`config.mk`:
```
export PLATFORM = sky130hd
export DESIGN_NAME = fetch_stage_mo
export DESIGN_NICKNAME = d
export VERILOG_FILES = /design/src/rtl/fetch_stage_mo_pkg.sv /design/src/rtl/fetch_stage_mo_utlb.sv /design/src/rtl/fetch_stage_mo.sv
export SDC_FILE = /design/constraint.sdc
export NUM_CORES = 1
export LEC_CHECK = 0
export ABC_CLOCK_PERIOD_IN_PS = 9000
export BUFFER_PORTS_ARGS = -buffer_cell sky130_fd_sc_hd__buf_2
export CELL_PAD_IN_SITES_DETAIL_PLACEMENT = 1
export CELL_PAD_IN_SITES_GLOBAL_PLACEMENT = 2
export CORE_UTILIZATION = 46
export CTS_BUF_LIST = sky130_fd_sc_hd__clkbuf_2
export CTS_CLUSTER_SIZE = 10
export DETAILED_ROUTE_END_ITERATION = 12
export GPL_ROUTABILITY_DRIVEN = 1
export GPL_TIMING_DRIVEN = 0
export HOLD_SLACK_MARGIN = 0.02
export PLACE_DENSITY = 0.95
export SYNTH_ARGS = -nofsm -noshare
export SYNTH_HDL_FRONTEND = slang
export SYNTH_SLANG_ARGS = --single-unit
```
`constraint.sdc`:
```
create_clock -name clk -period 9 [get_ports clk]
set_input_delay 0.9 -clock clk [delete_from_list [all_inputs] [get_ports clk]]
set_output_delay 0.9 -clock clk [all_outputs]
set_load 0.01 [all_outputs]
```
`src/rtl/fetch_stage_mo_pkg.sv`:
```
// Shared definitions for the multi-outstanding fetch stage: exception codes,
// FSM state encodings, micro-TLB field widths and the entry record layouts.
package fetch_stage_mo_pkg;

    localparam logic [4:0] EXC_ADEL = 5'd4;
    localparam logic [4:0] EXC_TLBL = 5'd2;

    localparam logic [0:0] ST_CHECK = 1'b0;
    localparam logic [0:0] ST_QUERY = 1'b1;

    localparam int unsigned VPN_W   = 20;
    localparam int unsigned PFN_W   = 20;
    localparam int unsigned CATTR_W = 3;

    typedef struct packed {
        logic               valid;
        logic [VPN_W-1:0]   vpn;
        logic [PFN_W-1:0]   pfn;
        logic               miss;
        logic               invalid;
        logic [CATTR_W-1:0] cattr;
    } utlb_entry_t;

    typedef struct packed {
        logic [31:0] pc;
        logic        is_exc;
        logic        exc_miss;
        logic [4:0]  exccode;
        logic        killed;
    } fetch_entry_t;

    // kseg0/kseg1 bypass translation entirely
    function automatic logic is_unmapped(input logic [31:0] va);
        return va[31:30] == 2'b10;
    endfunction

endpackage

```
`src/rtl/fetch_stage_mo_utlb.sv`:
```
// Fully associative micro-TLB: parallel lookup, round-robin fill, whole flush.
// Refill-miss and invalid results are cached too, so a faulting PC does not
// re-query the shared TLB on every retry.
module fetch_utlb
    import fetch_stage_mo_pkg::*;
#(
    parameter int unsigned UTLB_ENTRIES = 4
) (
    input  logic               clk,
    input  logic               resetn,
    input  logic [VPN_W-1:0]   lookup_vpn_i,
    output logic               hit_o,
    output logic [PFN_W-1:0]   pfn_o,
    output logic               miss_o,
    output logic               invalid_o,
    output logic [CATTR_W-1:0] cattr_o,
    input  logic               fill_i,
    input  logic [VPN_W-1:0]   fill_vpn_i,
    input  logic [PFN_W-1:0]   fill_pfn_i,
    input  logic               fill_miss_i,
    input  logic               fill_invalid_i,
    input  logic [CATTR_W-1:0] fill_cattr_i,
    input  logic               flush_i
);

    localparam int unsigned RR_W = (UTLB_ENTRIES > 1) ? $clog2(UTLB_ENTRIES) : 1;

    utlb_entry_t       tlb_q [UTLB_ENTRIES];
    logic [RR_W-1:0]   rr_q, rr_d;
    logic              fill_we;
    utlb_entry_t       fill_ent;

    // a flush in the same cycle discards the fill
    assign fill_we = fill_i && !flush_i;

    // assemble the entry being written
    always_comb begin
        fill_ent         = '0;
        fill_ent.valid   = 1'b1;
        fill_ent.vpn     = fill_vpn_i;
        fill_ent.pfn     = fill_pfn_i;
        fill_ent.miss    = fill_miss_i;
        fill_ent.invalid = fill_invalid_i;
        fill_ent.cattr   = fill_cattr_i;
    end

    // parallel tag compare; first matching entry wins
    always_comb begin
        hit_o     = 1'b0;
        pfn_o     = '0;
        miss_o    = 1'b0;
        invalid_o = 1'b0;
        cattr_o   = '0;
        for (int unsigned i = 0; i < UTLB_ENTRIES; i++) begin
            if (!hit_o && tlb_q[i].valid && tlb_q[i].vpn == lookup_vpn_i) begin
                hit_o     = 1'b1;
                pfn_o     = tlb_q[i].pfn;
                miss_o    = tlb_q[i].miss;
                invalid_o = tlb_q[i].invalid;
                cattr_o   = tlb_q[i].cattr;
            end
        end
    end

    // round-robin victim pointer advances on every accepted fill
    always_comb begin
        rr_d = rr_q;
        if (fill_we) begin
            rr_d = (rr_q == RR_W'(UTLB_ENTRIES - 1)) ? '0 : rr_q + 1'b1;
        end
    end

    // entry storage: flush clears valid bits, otherwise write the victim slot
    always_ff @(posedge clk or negedge resetn) begin
        if (!resetn) begin
            for (int unsigned i = 0; i < UTLB_ENTRIES; i++) tlb_q[i] <= '0;
            rr_q <= '0;
        end else begin
            rr_q <= rr_d;
            for (int unsigned i = 0; i < UTLB_ENTRIES; i++) begin
                if (flush_i) begin
                    tlb_q[i].valid <= 1'b0;
                end else if (fill_we && rr_q == RR_W'(i)) begin
                    tlb_q[i] <= fill_ent;
                end
            end
        end
    end

endmodule

```
`src/rtl/fetch_stage_mo.sv`:
```
// Instruction fetch front end with up to OUTSTANDING in-flight bus requests.
// Micro-TLB in front of the shared TLB port, in-order entry FIFO plus a
// separate response FIFO. Optional macro FETCH_PERFCNT_EN enables the two
// performance counters; without it both counter ports read zero.
module fetch_stage_mo
    import fetch_stage_mo_pkg::*;
#(
    parameter int unsigned OUTSTANDING  = 4,
    parameter int unsigned UTLB_ENTRIES = 4
) (
    input  logic        clk,
    input  logic        resetn,
    input  logic        valid_i,
    input  logic [31:0] pc_i,
    output logic        ready_o,
    output logic        inst_req,
    output logic        inst_cache,
    output logic [31:0] inst_addr,
    input  logic        inst_addr_ok,
    input  logic [31:0] inst_rdata,
    input  logic        inst_data_ok,
    input  logic        tlb_write,
    output logic [31:0] tlb_vaddr,
    input  logic [31:0] tlb_paddr,
    input  logic        tlb_miss,
    input  logic        tlb_invalid,
    input  logic [2:0]  tlb_cattr,
    input  logic [2:0]  config_k0,
    input  logic        cancel_i,
    output logic        valid_o,
    input  logic        ready_i,
    output logic [31:0] pc_o,
    output logic [31:0] inst_o,
    output logic        exc_o,
    output logic        exc_miss_o,
    output logic [4:0]  exccode_o,
    output logic [31:0] perfcnt_fetch_waitreq,
    output logic [31:0] perfcnt_fetch_killed
);

    localparam int unsigned PTR_W = $clog2(OUTSTANDING);
    localparam int unsigned CNT_W = PTR_W + 1;

    logic [0:0]         state_q, state_d;
    logic [31:0]        tlb_vaddr_q, tlb_vaddr_d;
    logic               utlb_fill;

    logic               u_hit;
    logic [PFN_W-1:0]   u_pfn;
    logic               u_miss;
    logic               u_invalid;
    logic [CATTR_W-1:0] u_cattr;

    logic               unmapped;
    logic               trans_ok;
    logic [31:0]        paddr;
    logic               cached;
    logic               misalign;
    logic               tlb_exc;
    logic               can_go;
    logic               alloc;
    fetch_entry_t       new_ent;

    fetch_entry_t       ent_q [OUTSTANDING];
    logic [PTR_W-1:0]   e_wptr_q, e_wptr_d, e_rptr_q, e_rptr_d;
    logic [CNT_W-1:0]   e_cnt_q, e_cnt_d;
    logic [31:0]        resp_q [OUTSTANDING];
    logic [PTR_W-1:0]   r_wptr_q, r_wptr_d, r_rptr_q, r_rptr_d;
    logic [CNT_W-1:0]   r_cnt_q, r_cnt_d;

    fetch_entry_t       head;
    logic               ent_nonempty;
    logic               resp_nonempty;
    logic               ent_full;
    logic               head_ready;
    logic               pop_out;
    logic               kill_pop;
    logic               ent_pop;
    logic               resp_pop;

    logic               unused_sigs;
    assign unused_sigs = ^{tlb_paddr[11:0], config_k0[2:1], u_cattr[CATTR_W-1:1]};

    fetch_utlb #(
        .UTLB_ENTRIES (UTLB_ENTRIES)
    ) u_utlb (
        .clk            (clk),
        .resetn         (resetn),
        .lookup_vpn_i   (pc_i[31:12]),
        .hit_o          (u_hit),
        .pfn_o          (u_pfn),
        .miss_o         (u_miss),
        .invalid_o      (u_invalid),
        .cattr_o        (u_cattr),
        .fill_i         (utlb_fill),
        .fill_vpn_i     (tlb_vaddr_q[31:12]),
        .fill_pfn_i     (tlb_paddr[31:12]),
        .fill_miss_i    (tlb_miss),
        .fill_invalid_i (tlb_invalid),
        .fill_cattr_i   (tlb_cattr),
        .flush_i        (tlb_write || cancel_i)
    );

    // address translation: segment bypass or micro-TLB result
    always_comb begin
        unmapped = is_unmapped(pc_i);
        if (unmapped) begin
            paddr  = {3'b000, pc_i[28:0]};
            cached = !pc_i[29] && config_k0[0];
        end else begin
            paddr  = {u_pfn, pc_i[11:0]};
            cached = u_cattr[0];
        end
        trans_ok = unmapped || u_hit;
    end

    // CHECK/QUERY sequencing for micro-TLB refills from the shared TLB
    always_comb begin
        state_d     = state_q;
        tlb_vaddr_d = tlb_vaddr_q;
        utlb_fill   = 1'b0;
        if (cancel_i) begin
            state_d = ST_CHECK;
        end else if (state_q == ST_CHECK) begin
            if (valid_i && !unmapped && !u_hit) begin
                state_d     = ST_QUERY;
                tlb_vaddr_d = pc_i;
            end
        end else begin
            utlb_fill = 1'b1;
            state_d   = ST_CHECK;
        end
    end

    // FSM and lookup-address registers
    always_ff @(posedge clk or negedge resetn) begin
        if (!resetn) begin
            state_q     <= ST_CHECK;
            tlb_vaddr_q <= '0;
        end else begin
            state_q     <= state_d;
            tlb_vaddr_q <= tlb_vaddr_d;
        end
    end

    assign tlb_vaddr = tlb_vaddr_q;

    // request/allocate decision; misalignment outranks TLB faults
    assign ent_full   = (e_cnt_q == CNT_W'(OUTSTANDING));
    assign misalign   = (pc_i[1:0] != 2'b00);
    assign tlb_exc    = !unmapped && (u_miss || u_invalid);
    assign can_go     = (state_q == ST_CHECK) && valid_i && trans_ok && !cancel_i && !ent_full;
    assign inst_req   = can_go && !misalign && !tlb_exc;
    assign inst_addr  = paddr;
    assign inst_cache = cached;
    assign ready_o    = (can_go && (misalign || tlb_exc)) || (inst_req && inst_addr_ok);
    assign alloc      = ready_o;

    // record written into the entry FIFO on allocation
    always_comb begin
        new_ent    = '0;
        new_ent.pc = pc_i;
        if (misalign) begin
            new_ent.is_exc  = 1'b1;
            new_ent.exccode = EXC_ADEL;
        end else if (tlb_exc) begin
            new_ent.is_exc   = 1'b1;
            new_ent.exc_miss = u_miss;
            new_ent.exccode  = EXC_TLBL;
        end
    end

    // head-of-queue control: deliver live entries, silently retire killed ones
    assign head          = ent_q[e_rptr_q];
    assign ent_nonempty  = (e_cnt_q != '0);
    assign resp_nonempty = (r_cnt_q != '0);
    assign head_ready    = ent_nonempty && (head.is_exc || resp_nonempty);
    assign valid_o       = head_ready && !head.killed;
    assign pop_out       = valid_o && ready_i;
    assign kill_pop      = head_ready && head.killed;
    assign ent_pop       = pop_out || kill_pop;
    assign resp_pop      = ent_pop && !head.is_exc;

    assign pc_o       = valid_o ? head.pc : '0;
    assign exc_o      = valid_o && head.is_exc;
    assign exc_miss_o = valid_o && head.is_exc && head.exc_miss;
    assign exccode_o  = (valid_o && head.is_exc) ? head.exccode : '0;
    assign inst_o     = (valid_o && !head.is_exc) ? resp_q[r_rptr_q] : '0;

    // pointer and occupancy update for both FIFOs
    always_comb begin
        e_wptr_d = e_wptr_q + PTR_W'(alloc);
        e_rptr_d = e_rptr_q + PTR_W'(ent_pop);
        e_cnt_d  = e_cnt_q + CNT_W'(alloc) - CNT_W'(ent_pop);
        r_wptr_d = r_wptr_q + PTR_W'(inst_data_ok);
        r_rptr_d = r_rptr_q + PTR_W'(resp_pop);
        r_cnt_d  = r_cnt_q + CNT_W'(inst_data_ok) - CNT_W'(resp_pop);
    end

    // entry FIFO storage; cancel marks every slot killed (no alloc that cycle)
    always_ff @(posedge clk or negedge resetn) begin
        if (!resetn) begin
            for (int unsigned i = 0; i < OUTSTANDING; i++) ent_q[i] <= '0;
            e_wptr_q <= '0;
            e_rptr_q <= '0;
            e_cnt_q  <= '0;
        end else begin
            for (int unsigned i = 0; i < OUTSTANDING; i++) begin
                if (cancel_i) ent_q[i].killed <= 1'b1;
            end
            if (alloc) ent_q[e_wptr_q] <= new_ent;
            e_wptr_q <= e_wptr_d;
            e_rptr_q <= e_rptr_d;
            e_cnt_q  <= e_cnt_d;
        end
    end

    // response FIFO storage, filled in bus order
    always_ff @(posedge clk or negedge resetn) begin
        if (!resetn) begin
            for (int unsigned i = 0; i < OUTSTANDING; i++) resp_q[i] <= '0;
            r_wptr_q <= '0;
            r_rptr_q <= '0;
            r_cnt_q  <= '0;
        end else begin
            if (inst_data_ok) resp_q[r_wptr_q] <= inst_rdata;
            r_wptr_q <= r_wptr_d;
            r_rptr_q <= r_rptr_d;
            r_cnt_q  <= r_cnt_d;
        end
    end

`ifdef FETCH_PERFCNT_EN
    logic [31:0] waitreq_cnt_q;
    logic [31:0] killed_cnt_q;

    // stall cycles on the address channel and discarded entries
    always_ff @(posedge clk or negedge resetn) begin
        if (!resetn) begin
            waitreq_cnt_q <= '0;
            killed_cnt_q  <= '0;
        end else begin
            if (inst_req && !inst_addr_ok) waitreq_cnt_q <= waitreq_cnt_q + 32'd1;
            if (kill_pop) killed_cnt_q <= killed_cnt_q + 32'd1;
        end
    end

    assign perfcnt_fetch_waitreq = waitreq_cnt_q;
    assign perfcnt_fetch_killed  = killed_cnt_q;
`else
    assign perfcnt_fetch_waitreq = 32'd0;
    assign perfcnt_fetch_killed  = 32'd0;
`endif

endmodule

```
==> metrics.md <==
| Metric | Value |
|---|---|
| Status | `finished clean` |
| Inserted Clock Buffers | `roughly 140` |
| Aggregate routed wire length | `66500 um` |
| Placed cell areas | `around 0.026 mm^2` |
| Io pins | `315` |
| Grt ovf | `0` |
| Initial core utilization | `0.465` |
| Cells resized by post-CTS repair | `0` |
| Antenna Nets Post-Route | `0` |
| Fmax | `~170 MHz` |
| Total power | `approximately 7.9 mW` |
| Final cell area excluding filler cells | `between 0.02 and 0.03 mm^2` |
| Slew HR | `0.302` |
| Critical Path End Type | `output port` |
| Critical-path maximum fanout | `10` |
| Share of the synthesized area in the top cell type | `0.526` |
| Standard-cell rows | `between 80 and 90` |
| Hold Slack | `between 0.15 and 0.2 ns` |
| Hold Crit Class | `in -> reg` |
| Hold depth | `2` |
| Seq cells post-synth | `501` |
| Post-Layout Cell Count | `roughly 2900` |
| Final Max Slew Viols | `0` |
| Largest net degree at the start of global routing | `~120` |
| VDD IR-drop max | `~0.10 mV` |
| Max-Cap Viols | `0` |
| Clock sinks | `about 500` |
| DRT iter0 DRCs | `between 700 and 800` |
| Dominant cell type by area after synthesis | `dfrtp_1` |
| Number of nets in the layout | `~2300` |
| CP Cell Sequence | `dlygate4sd3_1 > buf_2 > buf_6 > xor2_1 > nor4_1 > nand4_1 > or2_2 > nor4_1 > clkbuf_1 > nand2_1 > a31oi_1 > buf_2` |
| Die ar. | `0.0527 mm^2` |
| Die Y | `between 200 and 250 um` |
| Worst-margin pin slew | `approximately 1.0 ns` |
| First-pass GRT wire length | `104000 um` |
| Critical Path AT | `5.05 ns` |
| Hold path startpoint | `pc_i[29]` |
| Die width | `around 230 um` |
| Post-synthesis async set-or-reset flop share | `1.00` |
| Skew final | `0.122 ns` |
| RSZ-0062 raised after global routing | `no` |
| Final Critical Period | `5.95 ns` |
| Vias in the first global route | `about 18000` |
| Synthesized instance count | `between 1500 and 2000` |
| CTS Hold Bufs | `85` |
| Dominant cells by area after synthesis | `dfrtp_1, mux2_2, mux4_2, mux2_4, buf_4` |
| Tcrit/Tclk final | `0.661` |
| EDFF count, synth | `0` |
| TritonCTS clock tree | `done` |
| Worst-path clk slew | `approximately 0.1 ns` |
| GRT Total Usage | `0.260` |
| Crit. Startpoint | `pc_i[30]` |
| LEAKAGE | `~13 nW` |
| Yosys cell types | `47` |
| Drt wl/cell | `approximately 23 um` |
| Port buffer count | `between 200 and 250` |
| DP HPWL | `44400 um` |
| Share of layout cells above drive strength 1 | `0.490` |
| Placer's final routability congestion estimate | `about 0.8` |
| Post-route setup slack | `a little over 3 ns` |
| Final setup viols | `0` |
| Area Overhead vs Synth | `18.2%` |
| Largest stage delay, worst path | `0.72 ns` |
| Startpoint Class | `primary input` |
| CTS Root Cell | `clkbuf_2` |
| Critical path required time | `between 8 and 9 ns` |
| Post-CTS setup buffers | `0` |
| Setup CP Type | `in -> out` |
| Post-synthesis sequential area ratio | `0.526` |
| Placed insts | `between 2000 and 3000` |
| Worst r2r src | `u_utlb.tlb_q[25]` |
| R2R depth | `9` |
| Core box area | `between 0.05 and 0.06 mm^2` |
| Slowest-stage cell, CP | `nor4_1` |
| CTS Buffer Depth | `3` |
| Endpoints failing hold | `0` |
| DR vias/cell | `5.34` |
| Remaining DRCs | `0` |
| Clock Latency Late Sink | `1.27 ns` |
| H-tree depth | `4` |
| Placement Setup Slack | `roughly 3.5 ns` |
| Pwr/cell area | `about 280 mW/mm^2` |
| Ys flop type | `dfrtp_1` |
| Synthesized area per cell | `14.3 um^2` |
| DR pass1 iterations | `5` |
| Initial antenna violation count | `5` |
| Mapped Area | `0.0238 mm^2` |
| Via count | `15700` |
| Ys Warns | `0` |
through the flow:
stage / util / TNS (ns)
after floorplan: - / 0
after global placement: 0.507 / -1390.62
after detailed placement: 0.509 / 0
after CTS: 0.549 / 0
after global routing: 0.549 / 0
final: 0.549 / 0
area by class of cell:
| type | instances | area, um^2 |
|---|---|---|
| Antenna cell | 5 | 12.5 |
| Buffer | 189 | 1190 |
| Clock buffer | 208 | 1040 |
| Clock inverter | 17 | 150 |
| Fill cell | 5265 | 23100 |
| Inverter | 15 | 56.3 |
| Multi-Input combinational cell | 1031 | 10300 |
| Sequential cell | 501 | 12500 |
| Tap cell | 680 | 851 |
| Timing Repair Buffer | 302 | 2040 |
final timing paths:
| kind | slack [ns] | to |
|---|---|---|
| max | 3.05 | inst_addr[31] |
| min reg2reg | 0.49 | u_utlb.tlb_q[183] |
| min in group asynchronous | 0.29 | ent_q[8] |
| min | 0.18 | ent_q[157] |
| max reg2reg | 4.94 | ent_q[131] |
| max in group asynchronous | 6.73 | resp_q[51] |
cells by family (layout without fill, tap and decap cells):
| group | after synthesis | count (layout) | synth area share |
|---|---|---|---|
| other cells | 1 | 72 | 0.000157 |
| fa+ha+maj | 14 | 14 | 0.00798 |
| flops | 501 | 501 | 0.526 |
| mux | 546 | 546 | 0.304 |
| xor+xnor | 88 | 88 | 0.0323 |
| buf+inv | 204 | 731 | 0.0524 |
| compound gates | 80 | 80 | 0.0237 |
| simple gates | 236 | 236 | 0.0535 |
cell usage in the layout, fill, tap and decap left out, types with 4 or more instances in the layout:
master,count
a21o_1,6
a21oi_1,36
a31oi_1,21
and3_1,10
buf_1,18
buf_16,4
buf_2,223
buf_4,83
buf_6,21
clkbuf_1,56
clkbuf_2,208
clkinv_1,7
conb_1,67
dfrtp_1,501
diode_2,5
dlygate4sd3_1,85
ha_1,12
inv_1,15
inv_2,4
mux2_2,390
mux2_4,87
mux4_2,69
nand2_1,40
nand3_1,6
nand3b_1,22
nand4_1,12
nor2_1,53
nor2b_1,65
nor4_1,9
o21ai_0,4
xnor2_1,54
xor2_1,34
where the power goes:
part           leakage (nW)  switching [mW]  total, mW  internal (mW)
registers              6.36           0.560       3.68           3.12
logic                  6.10           0.981       2.53           1.55
clock network         0.946           0.967       1.65          0.687
flip-flops by register name, summed over array words and instances, names as in the netlist:
signal	flops
resp_q	128
ent_q	148
state_q	1
e_wptr_q	2
r_wptr_q	2
u_utlb.rr_q	2
e_cnt_q	3
r_rptr_q	2
r_cnt_q	3
u_utlb.tlb_q	176
tlb_vaddr	32
e_rptr_q	2
metal layers:
metal,track usage,vias up,wire [um]
li1,-,6859,-
met1,0.329,8320,27700
met2,0.430,435,33300
met3,0.0639,129,3470
met4,0.104,2,1960
met5,0,-,13
Yosys cell counts, types with 2 or more instances:
master	n
buf_1	18
and2_1	2
nor4_1	9
nor4_2	2
mux2_4	87
xor2_1	34
nor2b_1	65
nor2_1	53
or2_2	3
a21o_1	6
nand3b_1	22
buf_4	83
mux4_2	69
ha_1	12
o21ai_0	4
a2111oi_4	3
nand4_1	12
nand3_1	6
nand2_1	40
a31oi_1	21
inv_1	15
fa_1	2
xnor2_1	54
clkbuf_1	56
buf_2	11
and3_1	10
dfrtp_1	501
or3_1	3
buf_6	21
nor3_1	3
a21oi_1	36
nand2b_1	3
mux2_2	390
worst max-delay path: cells and delay by family:
kind	cells	cell delay, ns
AND/OR/NAND/NOR	5	2.11
buffers and inverters	5	1.59
AO/OA/AOI/OAI	1	0.29
XOR/XNOR	1	0.17
Note: power is estimated with default switching activity, not from simulation.
